## config.mk

```make
export PLATFORM = sky130hd
export DESIGN_NAME = inst_encoder_flat
export DESIGN_NICKNAME = d
export VERILOG_FILES = /design/src/rtl/inst_enc_pkg.sv /design/src/rtl/inst_encoder_if.sv /design/src/rtl/inst_field_pack.sv /design/src/rtl/inst_encoder.sv /design/src/flat_wrapper.sv
export SDC_FILE = /design/constraint.sdc
export NUM_CORES = 1
export LEC_CHECK = 0
export CORE_ASPECT_RATIO = 1.4
export CORE_UTILIZATION = 53
export DETAILED_ROUTE_END_ITERATION = 10
export PLACE_DENSITY = 0.88
export SLEW_MARGIN = 20
export SYNTH_ARGS = -nofsm -noshare
export SYNTH_HDL_FRONTEND = slang
export SYNTH_SLANG_ARGS = --single-unit
```

## constraint.sdc

```tcl
create_clock -name clk -period 9.8 [get_ports clk]
set_clock_uncertainty 0.15 [all_clocks]
set_input_delay 2.94 -clock clk [delete_from_list [all_inputs] [get_ports clk]]
set_output_delay 2.94 -clock clk [all_outputs]
set_load 0.02 [all_outputs]
```

## src/rtl/inst_enc_pkg.sv

```systemverilog
// inst_enc_pkg: opcodes, in_op and FSM state enums, and field-packing helpers for inst_encoder
package inst_enc_pkg;
  typedef enum logic [2:0] {
    OP_ADD,
    OP_ADDI,
    OP_LD,
    OP_ST,
    OP_LU12I,
    OP_BNE,
    OP_LI,
    OP_NOP
  } op_t;
  typedef enum logic [1:0] {
    S_IDLE,
    S_ONE,
    S_HI
  } state_t;
  localparam logic [16:0] OPC_ADD = 17'h00020;
  localparam logic [9:0] OPC_ADDI = 10'b0000001010;
  localparam logic [9:0] OPC_LD = 10'b0010100010;
  localparam logic [9:0] OPC_ST = 10'b0010100110;
  localparam logic [6:0] OPC_LU12I = 7'b0001010;
  localparam logic [5:0] OPC_BNE = 6'b010111;
  localparam logic [31:0] NOP_WORD = 32'h0280_0000;
  function automatic logic fits_s12(input logic [31:0] v);
    return &v[31:11] | ~|v[31:11];
  endfunction
  function automatic logic [31:0] enc_ri12(input logic [9:0] opc, input logic [11:0] si12,
                                           input logic [4:0] rj, input logic [4:0] rd);
    return {opc, si12, rj, rd};
  endfunction
  function automatic logic [31:0] enc_lu12i(input logic [19:0] si20, input logic [4:0] rd);
    return {OPC_LU12I, si20, rd};
  endfunction
endpackage

```

## src/rtl/inst_encoder_if.sv

```systemverilog
// inst_encoder_if: request and instruction-word handshake bundle for inst_encoder
interface inst_encoder_if;
  import inst_enc_pkg::*;
  logic in_valid;
  logic in_ready;
  op_t in_op;
  logic [4:0] in_rd;
  logic [4:0] in_rj;
  logic [4:0] in_rk;
  logic [31:0] in_imm;
  logic out_valid;
  logic out_ready;
  logic [31:0] out_inst;
  logic [31:0] out_addr;
  logic err;
  modport master(
    output in_valid, in_op, in_rd, in_rj, in_rk, in_imm, out_ready,
    input in_ready, out_valid, out_inst, out_addr, err
  );
  modport slave(
    input in_valid, in_op, in_rd, in_rj, in_rk, in_imm, out_ready,
    output in_ready, out_valid, out_inst, out_addr, err
  );
endinterface

```

## src/rtl/inst_field_pack.sv

```systemverilog
// inst_field_pack: combinational LoongArch32 field packer with range check; LI_SHORT_EN selects single-word LI
module inst_field_pack
  import inst_enc_pkg::*;
(
  input  op_t         op,
  input  logic [4:0]  rd,
  input  logic [4:0]  rj,
  input  logic [4:0]  rk,
  input  logic [31:0] imm,
  output logic [31:0] word,
  output logic        range_err
);
  logic [19:0] hi20;
  logic s12;
  logic s18;
  assign hi20 = imm[31:12] + {19'd0, imm[11]};
  assign s12 = fits_s12(imm);
  assign s18 = &imm[31:17] | ~|imm[31:17];
  // map one request to its first (or only) instruction word and flag out-of-range immediates
  always_comb begin
    word = NOP_WORD;
    range_err = 1'b0;
    case (op)
      OP_ADD: word = {OPC_ADD, rk, rj, rd};
      OP_ADDI: begin
        word = enc_ri12(OPC_ADDI, imm[11:0], rj, rd);
        range_err = !s12;
      end
      OP_LD: begin
        word = enc_ri12(OPC_LD, imm[11:0], rj, rd);
        range_err = !s12;
      end
      OP_ST: begin
        word = enc_ri12(OPC_ST, imm[11:0], rj, rd);
        range_err = !s12;
      end
      OP_LU12I: word = enc_lu12i(imm[19:0], rd);
      OP_BNE: begin
        word = {OPC_BNE, imm[17:2], rj, rd};
        range_err = |imm[1:0] | !s18;
      end
`ifdef LI_SHORT_EN
      OP_LI: word = s12 ? enc_ri12(OPC_ADDI, imm[11:0], 5'd0, rd) : enc_lu12i(hi20, rd);
`else
      OP_LI: word = enc_lu12i(hi20, rd);
`endif
      default: word = NOP_WORD;
    endcase
  end
endmodule

```

## src/rtl/inst_encoder.sv

```systemverilog
// inst_encoder: handshake instruction encoder with LI expansion and address counter; LI_SHORT_EN enables single-word LI
module inst_encoder
  import inst_enc_pkg::*;
#(
  parameter logic [31:0] BASE_ADDR = 32'h0000_0000
) (
  input logic clk,
  input logic rst,
  inst_encoder_if.slave bus
);
  state_t state;
  logic [31:0] word;
  logic [31:0] pend;
  logic f_err;
  logic acc;
  logic xfer;
  logic two;
  inst_field_pack u_pack (
    .op(bus.in_op),
    .rd(bus.in_rd),
    .rj(bus.in_rj),
    .rk(bus.in_rk),
    .imm(bus.in_imm),
    .word(word),
    .range_err(f_err)
  );
  assign bus.in_ready = state == S_IDLE || (state == S_ONE && bus.out_ready);
  assign bus.out_valid = state != S_IDLE;
  assign acc = bus.in_valid && bus.in_ready;
  assign xfer = bus.out_valid && bus.out_ready;
`ifdef LI_SHORT_EN
  // a zero low half already makes the LU12I.W word exact, so it stands alone
  assign two = bus.in_op == OP_LI && !fits_s12(bus.in_imm) && |bus.in_imm[11:0];
`else
  assign two = bus.in_op == OP_LI;
`endif
  // output word register, LI tail holding, address counter and error pulse
  always_ff @(posedge clk or posedge rst)
    if (rst) begin
      state <= S_IDLE;
      bus.out_inst <= 32'd0;
      bus.out_addr <= BASE_ADDR;
      bus.err <= 1'b0;
      pend <= 32'd0;
    end else begin
      bus.err <= acc && f_err;
      if (xfer) bus.out_addr <= bus.out_addr + 32'd4;
      if (acc && !f_err) begin
        state <= two ? S_HI : S_ONE;
        bus.out_inst <= word;
        pend <= enc_ri12(OPC_ADDI, bus.in_imm[11:0], bus.in_rd, bus.in_rd);
      end else if (xfer) begin
        state <= state == S_HI ? S_ONE : S_IDLE;
        if (state == S_HI) bus.out_inst <= pend;
      end
    end
endmodule

```

## src/flat_wrapper.sv

```systemverilog
// flat-port wrapper written by rule: the top's interface ports become plain ports
module inst_encoder_flat import inst_enc_pkg::*;
#(
  parameter logic [31:0] BASE_ADDR = 32'h0000_0000
)
  (clk, rst, bus_in_valid, bus_in_op, bus_in_rd, bus_in_rj, bus_in_rk, bus_in_imm, bus_out_ready, bus_in_ready, bus_out_valid, bus_out_inst, bus_out_addr, bus_err);
  inst_encoder_if bus_i ();
  input logic clk;
  input logic rst;
  input wire logic [$bits(bus_i.in_valid)-1:0] bus_in_valid;
  input wire logic [$bits(bus_i.in_op)-1:0] bus_in_op;
  input wire logic [$bits(bus_i.in_rd)-1:0] bus_in_rd;
  input wire logic [$bits(bus_i.in_rj)-1:0] bus_in_rj;
  input wire logic [$bits(bus_i.in_rk)-1:0] bus_in_rk;
  input wire logic [$bits(bus_i.in_imm)-1:0] bus_in_imm;
  input wire logic [$bits(bus_i.out_ready)-1:0] bus_out_ready;
  output wire logic [$bits(bus_i.in_ready)-1:0] bus_in_ready;
  output wire logic [$bits(bus_i.out_valid)-1:0] bus_out_valid;
  output wire logic [$bits(bus_i.out_inst)-1:0] bus_out_inst;
  output wire logic [$bits(bus_i.out_addr)-1:0] bus_out_addr;
  output wire logic [$bits(bus_i.err)-1:0] bus_err;
  assign bus_i.in_valid = bus_in_valid;
  assign bus_i.in_op = bus_in_op;
  assign bus_i.in_rd = bus_in_rd;
  assign bus_i.in_rj = bus_in_rj;
  assign bus_i.in_rk = bus_in_rk;
  assign bus_i.in_imm = bus_in_imm;
  assign bus_i.out_ready = bus_out_ready;
  assign bus_in_ready = bus_i.in_ready;
  assign bus_out_valid = bus_i.out_valid;
  assign bus_out_inst = bus_i.out_inst;
  assign bus_out_addr = bus_i.out_addr;
  assign bus_err = bus_i.err;
  inst_encoder #(.BASE_ADDR(BASE_ADDR)) u_core (.clk(clk), .rst(rst), .bus(bus_i));
endmodule
```

==> flow_summary.yaml <==
synth:
  synth-edff-count: 0
  synth-seq-cells: 81
  avgSynthCellArea_um2: 9.476
  synth_top_flop_cell: "dfrtp_1"
  synth_common_cells: "dfrtp_1 (81), nor2_1 (48), nand2_1 (44)"
  ys_seq_area_frac: 0.4447
  synth_most_common_cell: "dfrtp_1"
  synth_cell_types: 49
  netlist_top_cells_area: "dfrtp_1 (44%), xnor2_1 (5.8%), nor2_1 (4.0%)"
  async_flop_share: 1.000
  yosys_warnings: 0
  yosys.area.top_type: "dfrtp_1"
  synth_top_area_frac: 0.4447
  netlist_instances: 481
  synth_area_um2: 4558
clock_network:
  cts_tree: "built"
  h-tree-depth: 3
  cts.repair.resized: 0
  hold_buffers: 0
  cts_buffers: 9
  cts_root_buffer: "clkbuf_16"
  cts_setup_buffers: 0
  cts_max_path_buffers: 2
  worst_skew_pair.late_latency_ns: 0.34
  cts.sinks: 81
  clk_pin_slew_ns: 0.06
floorplanning:
  rows: 39
  start_util: 0.5527
  dieArea_um2: 8980
  die_width_um: 80.38
  ios: 121
  core_area_um2: 8247
  die_height_um: 111.7
timing:
  fin_tns_setup_ns: 0
  min_period_ns: 7.510
  fin_crit_sh: 0.7663
  finalMaxSlewViolations: 0
  slew_headroom: 0.4150
  worst_slack_ns: 2.290
  rsz0062_at_grt: "no"
  finalSetupViolCount: 0
  worstMarginPinSlew_ns: 0.8775
  hold_viol: 0
  fmax_ghz: 0.1332
final_layout:
  n_fill_cell: 591
  areaGrowthSynthToFinish_pct: 33.87
  antennaDiodeCount: 0
  design_area_um2: 6102
  final_cells: 696
  drive_gt1_frac: 0.06734
  fin_nets: 647
placed_design:
  dp_slack_ns: 2.282
  io_buffers: 117
  dp_hpwl_mm: 9.000
  place_area_um2: 5758
  routabilityCongestion: 0.9597
  place_inst: 679
global_routing:
  antenna_found_initial: 0
  grt_usage: 0.3127
  grt_pass1_vias: 4220
  grt_pass1_wl_mm: 21.13
  grt_overflow: 0
  grt_max_degree: 82
run_status:
  status: "completed"
min_path:
  hold_path.class: "reg2reg"
route:
  ant_nets: 0
  dr.pass1.iters: 5
  drt_iter0_markers: 313
  vias_per_cell: 5.991
  vias: 4170
  wl_mm: 12.75
  wl_per_cell_um: 18.32
  drc: 0
critical_path:
  crit_fanout: 5
  arrival_ns: 4.42
  worstSetupPathType: "in2out"
  worstSetupStartpointType: "primary input"
  end_kind: "output pin"
  cp.required_ns: 6.71
job:
  drv_cap: 0
pwr:
  total_power_mw: 1.126
  powerDensity_nw_per_um2: 184.6
  power.ir.vdd_worst_mv: 0.1388
  leakage_nw: 2.592
-- per-layer routing --
metal,global-route usage,wire length (µm),vias to the layer above
met4,0.1619,497,0
met2,0.5147,6427,187
met3,0.06967,785,46
li1,-,-,1917
met1,0.3766,5039,2020
met5,0,0,-
-- flip-flops by register name, indices dropped and copies added, names as in the netlist --
register	cells
u_core.bus.err	1
u_core.bus.out_addr	30
u_core.bus.out_inst	30
u_core.pend	18
u_core.state	2
-- cell families (layout without fill, tap and decap cells) --
kind of cell	after synthesis	count (layout)	synth area share
adder cells (fa/ha/maj)	4	4	0.01098
multiplexers	43	43	0.1016
AO/OA/AOI/OAI	95	95	0.1312
AND/OR/NAND/NOR	164	164	0.1740
buffers and inverters	46	157	0.04639
flip-flops	81	81	0.4447
other	1	3	0.0008227
XOR/XNOR	47	47	0.09031
-- layout make-up --
class / instances / area [µm²] / area share
Multi-Input combinational cell: 356 / 2327 / 0.3814
Clock buffer: 14 / 264.0 / 0.04326
Timing Repair Buffer: 123 / 1229 / 0.2014
Inverter: 18 / 67.56 / 0.01107
Tap cell: 102 / 127.6 / 0.02091
Sequential cell: 81 / 2027 / 0.3322
Clock inverter: 2 / 60.06 / 0.009842
-- placed cells by master (no fill, tap or decap), types with 2 or more instances in the layout --
master | Yosys | final
clkdlybuf4s50_1 | 0 | 117
dfrtp_1 | 81 | 81
nor2_1 | 48 | 48
nand2_1 | 44 | 44
a21oi_1 | 34 | 34
xnor2_1 | 30 | 30
nand3_1 | 21 | 21
o21ai_0 | 21 | 21
inv_1 | 18 | 17
mux2i_1 | 17 | 17
xor2_1 | 17 | 17
mux2_2 | 14 | 14
nand4_1 | 13 | 13
mux2_1 | 12 | 12
a211oi_1 | 10 | 10
clkbuf_16 | 0 | 9
nor3_1 | 7 | 7
and4_1 | 7 | 7
o22ai_1 | 7 | 7
nor4_1 | 5 | 5
and3_1 | 5 | 5
buf_4 | 7 | 5
and2_1 | 4 | 4
ha_1 | 4 | 4
or2_2 | 3 | 3
a22o_1 | 3 | 3
conb_1 | 1 | 3
clkbuf_1 | 8 | 3
a32oi_1 | 2 | 2
a22oi_1 | 2 | 2
o21ai_1 | 2 | 2
a222oi_1 | 2 | 2
nand3b_1 | 2 | 2
a31oi_1 | 2 | 2
nand2b_1 | 2 | 2
bufinv_16 | 0 | 2
clkbuf_8 | 0 | 2
-- where the power goes --
part,internal [mW],switching [mW]
Combinational,0.156,0.168
Sequential,0.395,0.0404
Clock,0.237,0.130
-- worst paths after layout --
path	from	to	slack, ns	cells after the start
worst max-delay path	bus_out_ready	bus_in_ready	2.29	4
worst min-delay path	u_core.bus.out_addr[31]	u_core.bus.out_addr[31]	0.32	1
worst max register to register	u_core.state[1]	u_core.pend[13]	7.03	5
worst min register to register	u_core.bus.out_addr[31]	u_core.bus.out_addr[31]	0.32	1
max in group asynchronous	rst	u_core.bus.out_inst[10]	6.01	4
min in group asynchronous	rst	u_core.bus.err	2.89	3
-- stage by stage --
stage               utilization  hold slack [ns]
global route             0.7399           0.3424
CTS                      0.7375           0.3222
finish                   0.7399           0.3242
global placement         0.6982           0.3079
floorplan                     -           0.3041
detailed placement       0.6982           0.3108
-- worst max-delay path, cell delays in order --
cell and delay (ns):
clkdlybuf4s50_1 0.55, inv_1 0.07, a21oi_1 0.22, clkdlybuf4s50_1 0.64
No activity file was read; power rests on OpenSTA's default activity.
